$ cat src/rtl/bht_update_ctrl.sv
// bht_update_ctrl
//   Resolution-side partner of the bimodal BHT. Keeps in-flight predictions (index + predicted
//   direction) in program order. It pairs each prediction with its branch outcome from
//   execute and drives the BHT write-back port one cycle after the resolution.
//
//   Optional feature macro: BHT_UPD_STATS_EN. When it is defined, the resolved and
//   mispredicted counters and their output ports are compiled in. Both counters saturate.
//
// Ports
//   clk_i, rst_ni          clock, asynchronous active-low reset
//   pred_valid_i/ready_o   prediction handshake; pred_idx_i, pred_taken_i are the payload
//   res_valid_i/taken_i    oldest in-flight branch resolved, with its actual direction
//   flush_i                discard in-flight entries (a same-cycle pop still completes)
//   upd_en_o/idx_o/taken_o BHT write-back; idx/taken hold when upd_en_o is low
//   mispredict_o           pulse aligned with upd_en_o when predicted != actual
//   res_err_o              pulse when a resolution arrived with the queue empty
//   occupancy_o            entries currently held
//   resolved_cnt_o, mispred_cnt_o   (BHT_UPD_STATS_EN only) saturating statistics

`ifndef BHT_IDX_WIDTH
`define BHT_IDX_WIDTH 10
`endif

module bht_update_ctrl #(
    parameter int unsigned IDX_W = `BHT_IDX_WIDTH,
    parameter int unsigned DEPTH = 8,
    parameter int unsigned CNT_W = 16
) (
    input  logic                     clk_i,
    input  logic                     rst_ni,
    input  logic                     pred_valid_i,
    output logic                     pred_ready_o,
    input  logic [IDX_W-1:0]         pred_idx_i,
    input  logic                     pred_taken_i,
    input  logic                     res_valid_i,
    input  logic                     res_taken_i,
    input  logic                     flush_i,
    output logic                     upd_en_o,
    output logic [IDX_W-1:0]         upd_idx_o,
    output logic                     upd_taken_o,
    output logic                     mispredict_o,
    output logic                     res_err_o,
    output logic [$clog2(DEPTH):0]   occupancy_o
`ifdef BHT_UPD_STATS_EN
    ,
    output logic [CNT_W-1:0]         resolved_cnt_o,
    output logic [CNT_W-1:0]         mispred_cnt_o
`endif
);

    localparam int unsigned PTR_W = $clog2(DEPTH) + 1;
    localparam int unsigned AW    = PTR_W - 1;

    if (DEPTH < 2 || (DEPTH & (DEPTH - 1)) != 0 || CNT_W < 1) begin : g_param_check
        $error("bht_update_ctrl: DEPTH must be a power of two >= 2 and CNT_W >= 1");
    end

    // Extended pointers: the MSB is the wrap bit.
    logic [PTR_W-1:0] r_wr_ptr, r_rd_ptr;
    logic [PTR_W-1:0] w_wr_ptr_d, w_rd_ptr_d;
    logic [IDX_W-1:0] r_mem_idx   [DEPTH];
    logic             r_mem_taken [DEPTH];

    logic             w_full, w_empty, w_push, w_pop;
    logic [IDX_W-1:0] w_head_idx;
    logic             w_head_taken;

    logic             r_upd_en, r_upd_taken, r_mispredict, r_res_err;
    logic [IDX_W-1:0] r_upd_idx;

    assign w_empty = (r_wr_ptr == r_rd_ptr);
    assign w_full  = (r_wr_ptr[AW-1:0] == r_rd_ptr[AW-1:0]) && (r_wr_ptr[AW] != r_rd_ptr[AW]);

    // Ready looks only at registered pointers, so a full queue refuses a push even when a
    // pop frees a slot in the same cycle.
    assign pred_ready_o = !w_full;
    assign w_push       = pred_valid_i && !w_full && !flush_i;
    assign w_pop        = res_valid_i && !w_empty;

    assign w_head_idx   = r_mem_idx[r_rd_ptr[AW-1:0]];
    assign w_head_taken = r_mem_taken[r_rd_ptr[AW-1:0]];

    always_comb begin
        w_rd_ptr_d = r_rd_ptr + (w_pop ? PTR_W'(1) : PTR_W'(0));
        if (flush_i) begin
            w_wr_ptr_d = w_rd_ptr_d;  // flush empties the queue after any same-cycle pop
        end else begin
            w_wr_ptr_d = r_wr_ptr + (w_push ? PTR_W'(1) : PTR_W'(0));
        end
    end

    always_ff @(posedge clk_i or negedge rst_ni) begin
        if (!rst_ni) begin
            r_wr_ptr <= '0;
            r_rd_ptr <= '0;
        end else begin
            r_wr_ptr <= w_wr_ptr_d;
            r_rd_ptr <= w_rd_ptr_d;
        end
    end

    // Storage needs no reset: entries are only read between valid pointers.
    always_ff @(posedge clk_i) begin
        if (w_push) begin
            r_mem_idx[r_wr_ptr[AW-1:0]]   <= pred_idx_i;
            r_mem_taken[r_wr_ptr[AW-1:0]] <= pred_taken_i;
        end
    end

    always_ff @(posedge clk_i or negedge rst_ni) begin
        if (!rst_ni) begin
            r_upd_en     <= 1'b0;
            r_upd_idx    <= '0;
            r_upd_taken  <= 1'b0;
            r_mispredict <= 1'b0;
            r_res_err    <= 1'b0;
        end else begin
            r_upd_en     <= w_pop;
            r_mispredict <= w_pop && (w_head_taken != res_taken_i);
            r_res_err    <= res_valid_i && w_empty;
            if (w_pop) begin
                r_upd_idx   <= w_head_idx;
                r_upd_taken <= res_taken_i;
            end
        end
    end

    assign upd_en_o     = r_upd_en;
    assign upd_idx_o    = r_upd_idx;
    assign upd_taken_o  = r_upd_taken;
    assign mispredict_o = r_mispredict;
    assign res_err_o    = r_res_err;
    assign occupancy_o  = r_wr_ptr - r_rd_ptr;

`ifdef BHT_UPD_STATS_EN
    logic [CNT_W-1:0] r_resolved_cnt, r_mispred_cnt;

    // Counters are cleared only by reset; flush leaves them untouched.
    always_ff @(posedge clk_i or negedge rst_ni) begin
        if (!rst_ni) begin
            r_resolved_cnt <= '0;
            r_mispred_cnt  <= '0;
        end else begin
            if (r_upd_en && (r_resolved_cnt != '1)) begin
                r_resolved_cnt <= r_resolved_cnt + CNT_W'(1);
            end
            if (r_mispredict && (r_mispred_cnt != '1)) begin
                r_mispred_cnt <= r_mispred_cnt + CNT_W'(1);
            end
        end
    end

    assign resolved_cnt_o = r_resolved_cnt;
    assign mispred_cnt_o  = r_mispred_cnt;
`else
    // Statistics not built: no counters, no ports.
`endif

endmodule
$ cat config.mk
export PLATFORM = sky130hd
export DESIGN_NAME = bht_update_ctrl
export DESIGN_NICKNAME = d
export VERILOG_FILES = /design/src/rtl/bht_update_ctrl.sv
export SDC_FILE = /design/constraint.sdc
export NUM_CORES = 1
export LEC_CHECK = 0
export CAP_MARGIN = 20
export CORE_MARGIN = 8
export CORE_UTILIZATION = 50
export CTS_BUF_LIST = sky130_fd_sc_hd__clkbuf_16
export DETAILED_ROUTE_END_ITERATION = 10
export PLACE_DENSITY = 0.73
export SLEW_MARGIN = 10
export SYNTH_ARGS = -nofsm -noshare
export SYNTH_HDL_FRONTEND = slang
export SYNTH_SLANG_ARGS = --single-unit
$ cat constraint.sdc
create_clock -name clk_i -period 2.5 [get_ports clk_i]
set_input_delay 0.25 -clock clk_i [delete_from_list [all_inputs] [get_ports clk_i]]
set_output_delay 0.25 -clock clk_i [all_outputs]
set_load 0.05 [all_outputs]
Word-level counts from Yosys, hierarchy flattened
Memories as Yosys holds them, arrays and structs flattened. A register that Yosys moved wholly into a read port is not among the register bits.
Cells that the tools add are included.
{ "op_classes": {"addsub": 3, "n_eq_ne": 4, "mux": 5, "reduce_logical": 10} }
{ "op_table": {"columns": ["operator", "n"], "rows": [
  ["4-bit by 1-bit adder with 4-bit output", 2],
  ["1-bit logical AND", 6],
  ["4-bit equality test", 1],
  ["1-bit logical NOT", 4],
  ["1-bit 2-to-1 mux", 4],
  ["4-bit 2-to-1 mux", 1],
  ["4-bit subtractor", 1],
  ["3-bit equality test", 1],
  ["1-bit != test", 2]
]} }
{ "totals": {"regBits": 12, "mem_bits_rw": 88, "inputBits": 17, "word_cells": 30, "mem_count": 2} }
{ "mem_list": {"columns": ["memory", "depth", "word_bits", "read_ports", "rd_ports_with_merged_regs", "write_ports", "line_no", "rtl"], "rows": [
  ["r_mem_idx", 8, 10, 1, 1, 1, "61", "logic [IDX_W-1:0] r_mem_idx [DEPTH];"],
  ["r_mem_taken", 8, 1, 1, 0, 1, "62", "logic r_mem_taken [DEPTH];"]
]} }

Longest topological paths before layout
{ "logic_depth": {"ltp_word": 8, "ltp_mapped": 10, "depth_no_buf": 10} }

Worst setup path after synthesis
OpenSTA, ideal clock, no wires.
{ "synth_path": {"path_type": "register -> register", "startpoint": "reg r_rd_ptr[2]", "endpoint": "mem r_mem_idx[0][0] in the netlist's numbering, enable pin", "setup_time_ns": 0.393, "t_arrival_ns": 1.958, "required_time_ns": 2.107, "path_slack_ns": 0.149, "path_stages_with_launch": 6, "period_less_slack_ns": 2.351, "path_cell_list": "dfrtp_1 -> inv_1 -> ha_1 -> a41oi_2 -> nand2b_1 -> nor3_1"} }
{ "synth_between": {"elab_chain_len": 7} }
{ "synth_lines": {"columns": ["item", "line_no", "rtl"], "rows": [
  ["from (decl)", "59", "logic [PTR_W-1:0] r_wr_ptr, r_rd_ptr;"],
  ["from (signal assigned)", "98", "r_rd_ptr <= w_rd_ptr_d;"],
  ["3-bit equality test", "72", "assign w_full = (r_wr_ptr[AW-1:0] == r_rd_ptr[AW-1:0]) && (r_wr_ptr[AW] != r_rd_ptr[AW]);"],
  ["1-bit logical AND", "72", null],
  ["1-bit logical NOT", "77", "assign w_push = pred_valid_i && !w_full && !flush_i;"],
  ["1-bit logical AND (2 in series)", "77", null],
  ["1-bit 2-to-1 mux", "104", "if (w_push) begin"],
  ["1-bit 2-to-1 mux (not written as such)", "105", "r_mem_idx[r_wr_ptr[AW-1:0]] <= pred_idx_i;"],
  ["to (decl)", "61", null]
]} }
Every way passes these cells.

Final worst setup path
{ "layout_path": {"startpoint": "reg r_rd_ptr[2]", "endpoint": "reg r_wr_ptr[1]"} }
{ "layout_between": {"word_cells_on_any_way": 13, "cone_classes": "add/sub (2); eq/ne (2); mux (3); reduce/logical (6)"} }
{ "layout_rtl": {"columns": ["item", "line_no", "rtl"], "rows": [
  ["4-bit equality test", "71", "assign w_empty = (r_wr_ptr == r_rd_ptr);"],
  ["1-bit logical NOT", "78", "assign w_pop = res_valid_i && !w_empty;"],
  ["1-bit logical AND", "78", null],
  ["named net w_pop", "64", "logic w_full, w_empty, w_push, w_pop;"],
  ["1-bit 2-to-1 mux", "84", "w_rd_ptr_d = r_rd_ptr + (w_pop ? PTR_W'(1) : PTR_W'(0));"],
  ["4-bit by 1-bit adder with 4-bit output", "84", null],
  ["named net w_rd_ptr_d[1]", "60", "logic [PTR_W-1:0] w_wr_ptr_d, w_rd_ptr_d;"],
  ["4-bit 2-to-1 mux", "85", "if (flush_i) begin"],
  ["named net w_wr_ptr_d[1]", "60", null],
  ["to (signal assigned)", "97", "r_wr_ptr <= w_wr_ptr_d;"],
  ["to (decl)", "59", null]
]} }
The timed path passes the listed nets, and every way through them passes these cells.
A chain may end at the register's enable or synchronous reset.

==> impl_metrics.csv <==
group,metric,value,unit
status,status,"finished clean",
logic_synthesis,synth_area,0.00446,mm²
critical_path,r2r_cells,8,
sta,slew_viol_final,0,
critical_path,crit-reg2reg-capture,"r_wr_ptr[1]",
grt,grtUsageTotal,14.0,%
sta,max_freq,446,MHz
critical_path,crit_arrival,2480,ps
sta,rsz0062_at_grt,"no",
worst_hold_path,min_path_type,"input port to asynchronous set/reset pin",
power,power.total,7.19,mW
critical_path,worstPathRequired,2730,ps
critical_path,cp_max_fo,7,
place,place_ws,291,ps
logic_synthesis,synth_fa_ha_area_share,2.41,%
floorplanning,die_y,110,µm
logic_synthesis,synth_compound_area_share,6.31,%
clock_network,clock_path_buffers,2,
clock_network,cts_tree,"built",
critical_path,rrSetupSlack,260,ps
floorplanning,die_w,110,µm
routing,route.detailed.wl_per_inst,19.4,µm
logic_synthesis,synth_top_family_by_area,"multiplexers",
routing,vias,2394,
routing,drt-total-wl,8420,µm
sta,period_needed,2240,ps
grt,grt_pass1_wl,13400,µm
clock_network,postCtsSetupBuffers,0,
final_layout,nNetsFinal,347,
power,p_leak,1.97,nW
logic_synthesis,avgSynthCellArea,16.6,µm²
logic_synthesis,synth.largest_area_cell,"edfxtp_1",
logic_synthesis,ys_types,33,
routing,drt-initial-drc-count,116,
floorplanning,start_util,51.4,%
job,cap_violations,0,
sta,setup_violations,0,
clock_network,cts_buffers,9,
clock_network,h-tree-depth,3,
routing,ant_nets,0,
routing,vias_per_cell,5.50,
final_layout,n_antenna_cell,0,
routing,dr.pass1.iters,4,
critical_path,crit_type,"flip-flop to flip-flop",
clock_network,cts.sinks,110,
final_layout,final_common_cell,"edfxtp_1",
critical_path,endpoint_kind,"flip-flop",
grt,grt_antenna_before_repair,0,
sta,clock_skew,7.45,ps
logic_synthesis,muxShareOfSynthArea,11.3,%
logic_synthesis,synth_seq_area_share,71.6,%
floorplanning,num_io_pins,36,
place,numPortBuffers,35,
sta,timing.setup.tns,0,ps
final_layout,final_cell_mix,"88 x edfxtp_1, 30 x clkdlybuf4s50_1, 23 x mux2i_1",
clock_network,path_clk_slew,80,ps
grt,grt_pass1_vias,2420,
logic_synthesis,synth_nets,294,
sta,worstMarginPinSlew,676,ps
place,hpwl,5570,µm
sta,timing.hold.ws,247,ps
power,peakVddDrop,872,µV
critical_path,r2r_start,"r_rd_ptr[2]",
grt,grt_max_degree,46,
final_layout,synthToLayoutAreaGrowth,19.7,%
logic_synthesis,yosys-top-cells-area,"edfxtp_1 59%, dfrtp_1 12%, mux2_2 5.3%",
logic_synthesis,synthCells,269,
clock_network,post_cts_resized,0,
final_layout,layout-drive-gt1-share,20.2,%
logic_synthesis,synth-seq-cells,110,
logic_synthesis,yosysWarnings,0,
routing,drc,0,
power,power_density,1350,mW/mm²
sta,post-route-period-util,89.7,%
sta,slew_headroom,54.9,%
place,gp_congestion,0.808,
final_layout,finalCoreUtilization,61.5,%
sta,setup_ws,258,ps
sta,finalHoldViolCount,0,
floorplanning,num_rows,34,
clock_network,cts_hold_buf,0,
critical_path,cp-start-kind,"flip-flop",
clock_network,clock_tree.root_cell,"clkbuf_16",
clock_network,clock_latency,350,ps
floorplanning,fp.coreArea,0.00868,mm²
grt,grt-ovfl-total,0,
floorplanning,die_area,0.0122,mm²
logic_synthesis,synth_simple_gate_area_share,3.79,%
logic_synthesis,synthXorXnorAreaFrac,1.54,%
logic_synthesis,synth_top_area_share,59.3,%
## metal layers
layer / up-vias / wire length (µm) / track usage, %
li1: 1133 / - / -
met4: 0 / 74 / 4.86
met5: - / 0 / 0
met1: 1187 / 3860 / 18.3
met2: 68 / 4010 / 21.6
met3: 6 / 473 / 4.33
## state kept, by name (all words and copies together) (netlist names)
register and cells:
r_mem_idx 80, r_wr_ptr 4, mispredict_o 1, res_err_o 1, upd_en_o 1, r_rd_ptr 4
upd_idx_o 10, r_mem_taken 8, upd_taken_o 1
## cell usage after synthesis (all sizes together)
cell type / number
o22ai: 1
a21oi: 1
xnor2: 3
fa: 1
inv: 8
ha: 7
nand3: 3
dfrtp: 22
mux2i: 23
clkbuf: 2
a221oi: 1
nor2b: 1
o221ai: 10
clkinv: 1
nand2b: 5
a41oi: 1
a22oi: 10
nor3: 3
o21ai: 13
a21o: 1
buf: 9
xor2: 4
nor2: 7
mux2: 24
edfxtp: 88
nand2: 20
## worst max-delay path, stage by stage (launching register included)
cell and delay (ps):
dfrtp_1 450, inv_1 80, ha_1 360, nand3_1 150, o21ai_2 160, clkinv_1 150
ha_1 230, ha_1 290, mux2_2 260
## power breakdown
part           total [mW]  internal, mW  leakage [nW]  switching (mW)
Clock                1.44         0.725         0.152           0.716
Sequential           2.41          2.28          1.06           0.137
Combinational        3.34          1.35         0.763            1.99
## kinds of logic after synthesis
group,Yosys count
XOR/XNOR,7
multiplexers,47
buffers and inverters,20
AO/OA/AOI/OAI,38
adder cells (fa/ha/maj),8
flip-flops,110
AND/OR/NAND/NOR,39
## stage by stage
stage | area [µm²] | cells
after floorplan | 4460 | 269
after global placement | 5030 | 419
after detailed placement | 5030 | 419
after CTS | 5340 | 435
after global routing | 5340 | 435
final | 5340 | 435
## final cells by class
type	count	area, µm²
repair buffers	53	536
flip-flops and latches	110	3190
clock buffers	9	225
well taps	108	135
fillers	658	3340
clock inverters	7	83.8
multi-input cells	139	1130
inverters	9	33.8
## how the worst max path moves through the flow
stage	startpoint	to	slack (ps)	cells past startpoint
6_report	r_rd_ptr[2]	r_wr_ptr[1]	260	8
5_1_grt	r_rd_ptr[2]	r_wr_ptr[2]	100	10
4_1_cts	r_wr_ptr[0]	occupancy_o[2]	270	5
3_5_place_dp	r_rd_ptr[2]	r_wr_ptr[1]	290	8
3_3_place_gp	r_rd_ptr[2]	r_wr_ptr[1]	350	8
2_1_floorplan	r_rd_ptr[2]	r_mem_idx[0][0]	150	5
No activity file was read; power rests on OpenSTA's default activity.
